--- config.mk ---
export PLATFORM = sky130hd
export DESIGN_NAME = uart_tx_sched
export DESIGN_NICKNAME = d
export VERILOG_FILES = /design/src/rtl/uart_tx_sched.sv
export SDC_FILE = /design/constraint.sdc
export NUM_CORES = 1
export LEC_CHECK = 0
export ABC_AREA = 1
export ABC_CLOCK_PERIOD_IN_PS = 2700
export CORE_UTILIZATION = 30
export DETAILED_ROUTE_END_ITERATION = 10
export GPL_TIMING_DRIVEN = 1
export PLACE_DENSITY = 0.47
export SETUP_SLACK_MARGIN = 0.3
export SYNTH_ARGS = -nofsm -noshare
export SYNTH_HDL_FRONTEND = slang
export SYNTH_SLANG_ARGS = --single-unit
--- constraint.sdc ---
create_clock -name clk -period 2.7 [get_ports clk]
set_input_delay 0.27 -clock clk [delete_from_list [all_inputs] [get_ports clk]]
set_output_delay 0.27 -clock clk [all_outputs]
set_load 0.05 [all_outputs]
--- src/rtl/uart_tx_sched.sv ---
// Transmit scheduler for the UART: a circular byte FIFO feeding the transmitter
// core, plus the programmable baud tick generator.
module uart_tx_sched #(
   parameter int DEPTH = 16,
   parameter int DIV_W = 16
) (
   input  logic                       clk,
   input  logic                       rst,
   input  logic                       wr_en,
   input  logic [7:0]                 wr_data,
   input  logic                       fifo_clr,
   input  logic [DIV_W-1:0]           divisor,
   input  logic                       div_ld,
   input  logic                       pop,
   input  logic                       sreg_empty,
   output logic [7:0]                 din,
   output logic                       thre,
   output logic                       baud_pulse,
   output logic                       temt,
   output logic                       full,
   output logic [$clog2(DEPTH):0]     count,
   output logic                       ovf,
   output logic                       thre_int
);

   localparam int AW = $clog2(DEPTH);
   localparam logic [AW:0] FULL_CNT = (AW+1)'(DEPTH);
   localparam logic [AW:0] ONE_CNT  = (AW+1)'(1);

   logic [7:0]       mem [DEPTH];
   logic [AW-1:0]    wr_ptr;
   logic [AW-1:0]    rd_ptr;
   logic [AW:0]      count_q;
   logic [DIV_W-1:0] bcnt;
   logic             push;
   logic             pop_ok;

   assign thre   = (count_q == '0);
   assign full   = (count_q == FULL_CNT);
   assign count  = count_q;
   assign temt   = thre & sreg_empty;
   assign push   = wr_en & ~full;
   assign pop_ok = pop & ~thre;
   assign din    = thre ? 8'h00 : mem[rd_ptr];

   // Storage has no reset; stale entries are masked by count.
   always_ff @(posedge clk) begin
      if (push && !fifo_clr)
         mem[wr_ptr] <= wr_data;
   end

   // Pointers, occupancy and status flags; a flush wins over any push or pop.
   always_ff @(posedge clk or negedge rst) begin
      if (!rst) begin
         wr_ptr   <= '0;
         rd_ptr   <= '0;
         count_q  <= '0;
         ovf      <= 1'b0;
         thre_int <= 1'b0;
      end else if (fifo_clr) begin
         wr_ptr   <= '0;
         rd_ptr   <= '0;
         count_q  <= '0;
         ovf      <= 1'b0;
         thre_int <= 1'b0;
      end else begin
         if (push)
            wr_ptr <= wr_ptr + AW'(1);
         if (pop_ok)
            rd_ptr <= rd_ptr + AW'(1);
         if (push && !pop_ok)
            count_q <= count_q + ONE_CNT;
         else if (pop_ok && !push)
            count_q <= count_q - ONE_CNT;
         if (wr_en && full)
            ovf <= 1'b1;
         thre_int <= pop_ok & ~push & (count_q == ONE_CNT);
      end
   end

   // Baud down-counter; a zero divisor freezes it with the tick held low.
   always_ff @(posedge clk or negedge rst) begin
      if (!rst) begin
         bcnt       <= '0;
         baud_pulse <= 1'b0;
      end else if (divisor == '0) begin
         baud_pulse <= 1'b0;
      end else if (div_ld) begin
         bcnt       <= divisor;
         baud_pulse <= 1'b0;
      end else if (bcnt <= DIV_W'(1)) begin
         bcnt       <= divisor;
         baud_pulse <= 1'b1;
      end else begin
         bcnt       <= bcnt - DIV_W'(1);
         baud_pulse <= 1'b0;
      end
   end

endmodule

==> impl_metrics.tcl <==
set metrics [dict create \
    insertion_delay_ns 0.43 \
    cpMaxStageDelayCell "dfrtp_4" \
    grt_pass1_vias 5255 \
    post_dp_cell_area_sq_um 8700 \
    synth_area_leaders "edfxtp_1 (51%), nand2_1 (13%), dfrtp_1 (11%)" \
    synth_cell_types 29 \
    drive_above_1_share_pct 16.5 \
    synthAdderAreaFrac_pct 1.82 \
    start_util_pct 30.8 \
    clock-sinks 160 \
    final_nets 914 \
    path_cells "buf_12 -> clkinv_16 -> clkbuf_16 -> nand2_1 -> nand3_1 -> nand3_1 -> nand2_1 -> nand2_1 -> a21oi_4 -> buf_12" \
    num_antenna_cells 0 \
    finalCritPeriodShare_pct 86.8 \
    regToRegSetupSlack_ns 0.59 \
    ant_nets 0 \
    cp_max_fo 7 \
    fin_setup_tns_ns 0 \
    slowest_delay_ns 0.49 \
    critPathTopFamily "buffers and inverters" \
    maxCapViolations 0 \
    final_area_sq_um 9720 \
    drtPass1Iterations 5 \
    multi_input_area_sq_um 2740 \
    core_area_sq_um 24500 \
    h-tree-depth 4 \
    crit_arrival_ns 2.07 \
    syn-instance-count 792 \
    required_ns 2.43 \
    dp.final_hpwl_um 12400 \
    gp_congestion 0.838 \
    syn_nets 834 \
    synth_area_leader_cell "edfxtp_1" \
    ys_seq_area_share_pct 61.4 \
    fillers 2473 \
    layout_commonest_cell "nand2_1" \
    vias 5677 \
    pin_count 50 \
    drt-vias-per-instance 4.70 \
    syn-cell-area_sq_um 7570 \
    fin_util_pct 39.6 \
    slew-limit-headroom_pct 44.2 \
    max_freq_ghz 0.427 \
    synth_top_family_by_area "simple AND/OR/NAND/NOR gates" \
    syn_area_per_cell_sq_um 9.56 \
    seq_area_sq_um 4650 \
    synth-seq-cells 160 \
    grt.total_usage_pct 15.7 \
    hp-start "div_ld" \
    r2r_end "mem[11][6]" \
    tightestPinTransition_ns 0.834 \
    cts_made_buffers 17 \
    yosys.area_share.simple_pct 28.4 \
    drc 0 \
    min_period_ns 2.34 \
    worst_hold_path_type "in2reg" \
    clockBufferDepth 2 \
    rr_worst_depth 8 \
    worstSetupPathType "reg2out" \
    portBuffers 49 \
    synth_compound_area_share_pct 2.38 \
    ir_drop_uv 759 \
    outcome "finished, final reports clean" \
    finalHoldViolations 0 \
    rsz0062_at_grt "true" \
    cp-start-kind "flip-flop" \
    leakage_nw 3.86 \
    min_to "baud_pulse" \
    grt-ovfl-total 0 \
    synthMuxAreaShare_pct 0 \
    holdPathStages 2 \
    die_h_um 161 \
    wire_per_inst_um 17.6 \
    area_growth_pct 28.5 \
    cp_common_cell "nand2_1" \
    post-synth-top-area-fraction_pct 50.8 \
    die_w_um 161 \
    power_density_nw_per_um2 878 \
    die_area_sq_um 25900 \
    finalSetupViolations 0 \
    crit_path_end_kind "output pin" \
    reg2reg_from "count[0]" \
    drt-total-wl_um 21300 \
    yosys.area_share.xor_xnor_pct 1.04 \
    rows 57 \
    cts_tree "yes" \
    drt-initial-drc-count 383 \
    finClkSkew_ns 0.0163 \
    layout_common_cells "nand2_1 (252), nand3_1 (128), edfxtp_1 (128)" \
    grt_max_degree 67 \
    ys.warnings.count 0 \
    clk_pin_slew_ns 0.07 \
    drv_slew 0 \
    grt_pass1_wl_um 30500 \
    root_buffer "clkbuf_16" \
    antenna_found_initial 0 \
    cp_num_buf_inv 4 \
]
[cells by family (layout without fill, tap and decap cells)]
group | Yosys count | count (layout)
buffers and inverters | 89 | 182
AO/OA/AOI/OAI | 33 | 33
XOR/XNOR | 9 | 9
adder cells (fa/ha/maj) | 11 | 11
AND/OR/NAND/NOR | 490 | 490
flip-flops | 160 | 160
[how the worst max path moves through the flow]
stage / startpoint / endpoint / slack [ns] / depth (start not counted)
finish: rd_ptr[0] / din[4] / 0.36 / 10
floorplan: count[0] / mem[1][0] / 0.16 / 7
global route: rd_ptr[0] / din[7] / 0.27 / 10
global placement: rd_ptr[0] / din[1] / 0.60 / 9
detailed placement: count[0] / mem[11][7] / 0.55 / 8
CTS: rd_ptr[0] / din[6] / 0.30 / 8
[area by class of cell]
cell class | count | share of cell area [%]
Clock buffer | 17 | 4.38
Clock inverter | 15 | 1.31
Inverter | 54 | 2.44
Multi-Input combinational cell | 543 | 28.2
Sequential cell | 160 | 47.8
Tap cell | 324 | 4.17
Timing Repair Buffer | 94 | 11.4
Timing Repair inverter | 2 | 0.257
[cells in the mapped netlist, drive strengths merged]
cell and n:
nand3b 1, a21oi 12, dfrtp 32, nand4 5, o21a 1, edfxtp 128, inv 51, buf 25
nand2 274, clkbuf 10, xor2 5, xnor2 4, nand3 144, o21bai 5, nor2 55, nor3 11
ha 11, o21ai 15, clkinv 3
[power by group]
group / switching (W) / internal, W
Clock: 0.00108 / 0.00121
Combinational: 0.00203 / 0.00132
Sequential: 0.000123 / 0.00277
[state kept, by name, indices dropped and copies added (netlist names)]
| name | cells |
|---|---|
| thre_int | 1 |
| ovf | 1 |
| rd_ptr | 4 |
| wr_ptr | 4 |
| bcnt | 16 |
| baud_pulse | 1 |
| mem | 128 |
| count | 5 |
[routing by layer]
metal	up-vias	GRT usage (%)	share of wire, %
li1	2815	-	-
met1	2706	21.8	48
met2	140	24.9	47
met3	16	3.43	4.1
met4	0	3.60	0.80
met5	-	0	0
[timing repair]
item | in CTS | in global routing
pin swaps | 0 | 23
hold endpoints to repair | 32 | 0
resized for setup | 7 | 40
endpoints found under the setup margin | 10 | 9
hold buffers | 1 | 0
gates cloned | 1 | 13
setup buffers | 0 | 5
[metrics by stage]
stage,setup slack [ns],hold WS [ns],power [W],std cells
floorplan,0.160,-0.0256,0.00474,792
global placement,0.595,0.416,0.00576,1157
detailed placement,0.545,0.428,0.00576,1157
CTS,0.305,0.397,0.00810,1191
global route,0.274,0.418,0.00894,1209
finish,0.356,0.412,0.00853,1209
(Power assumes the default switching activity.)
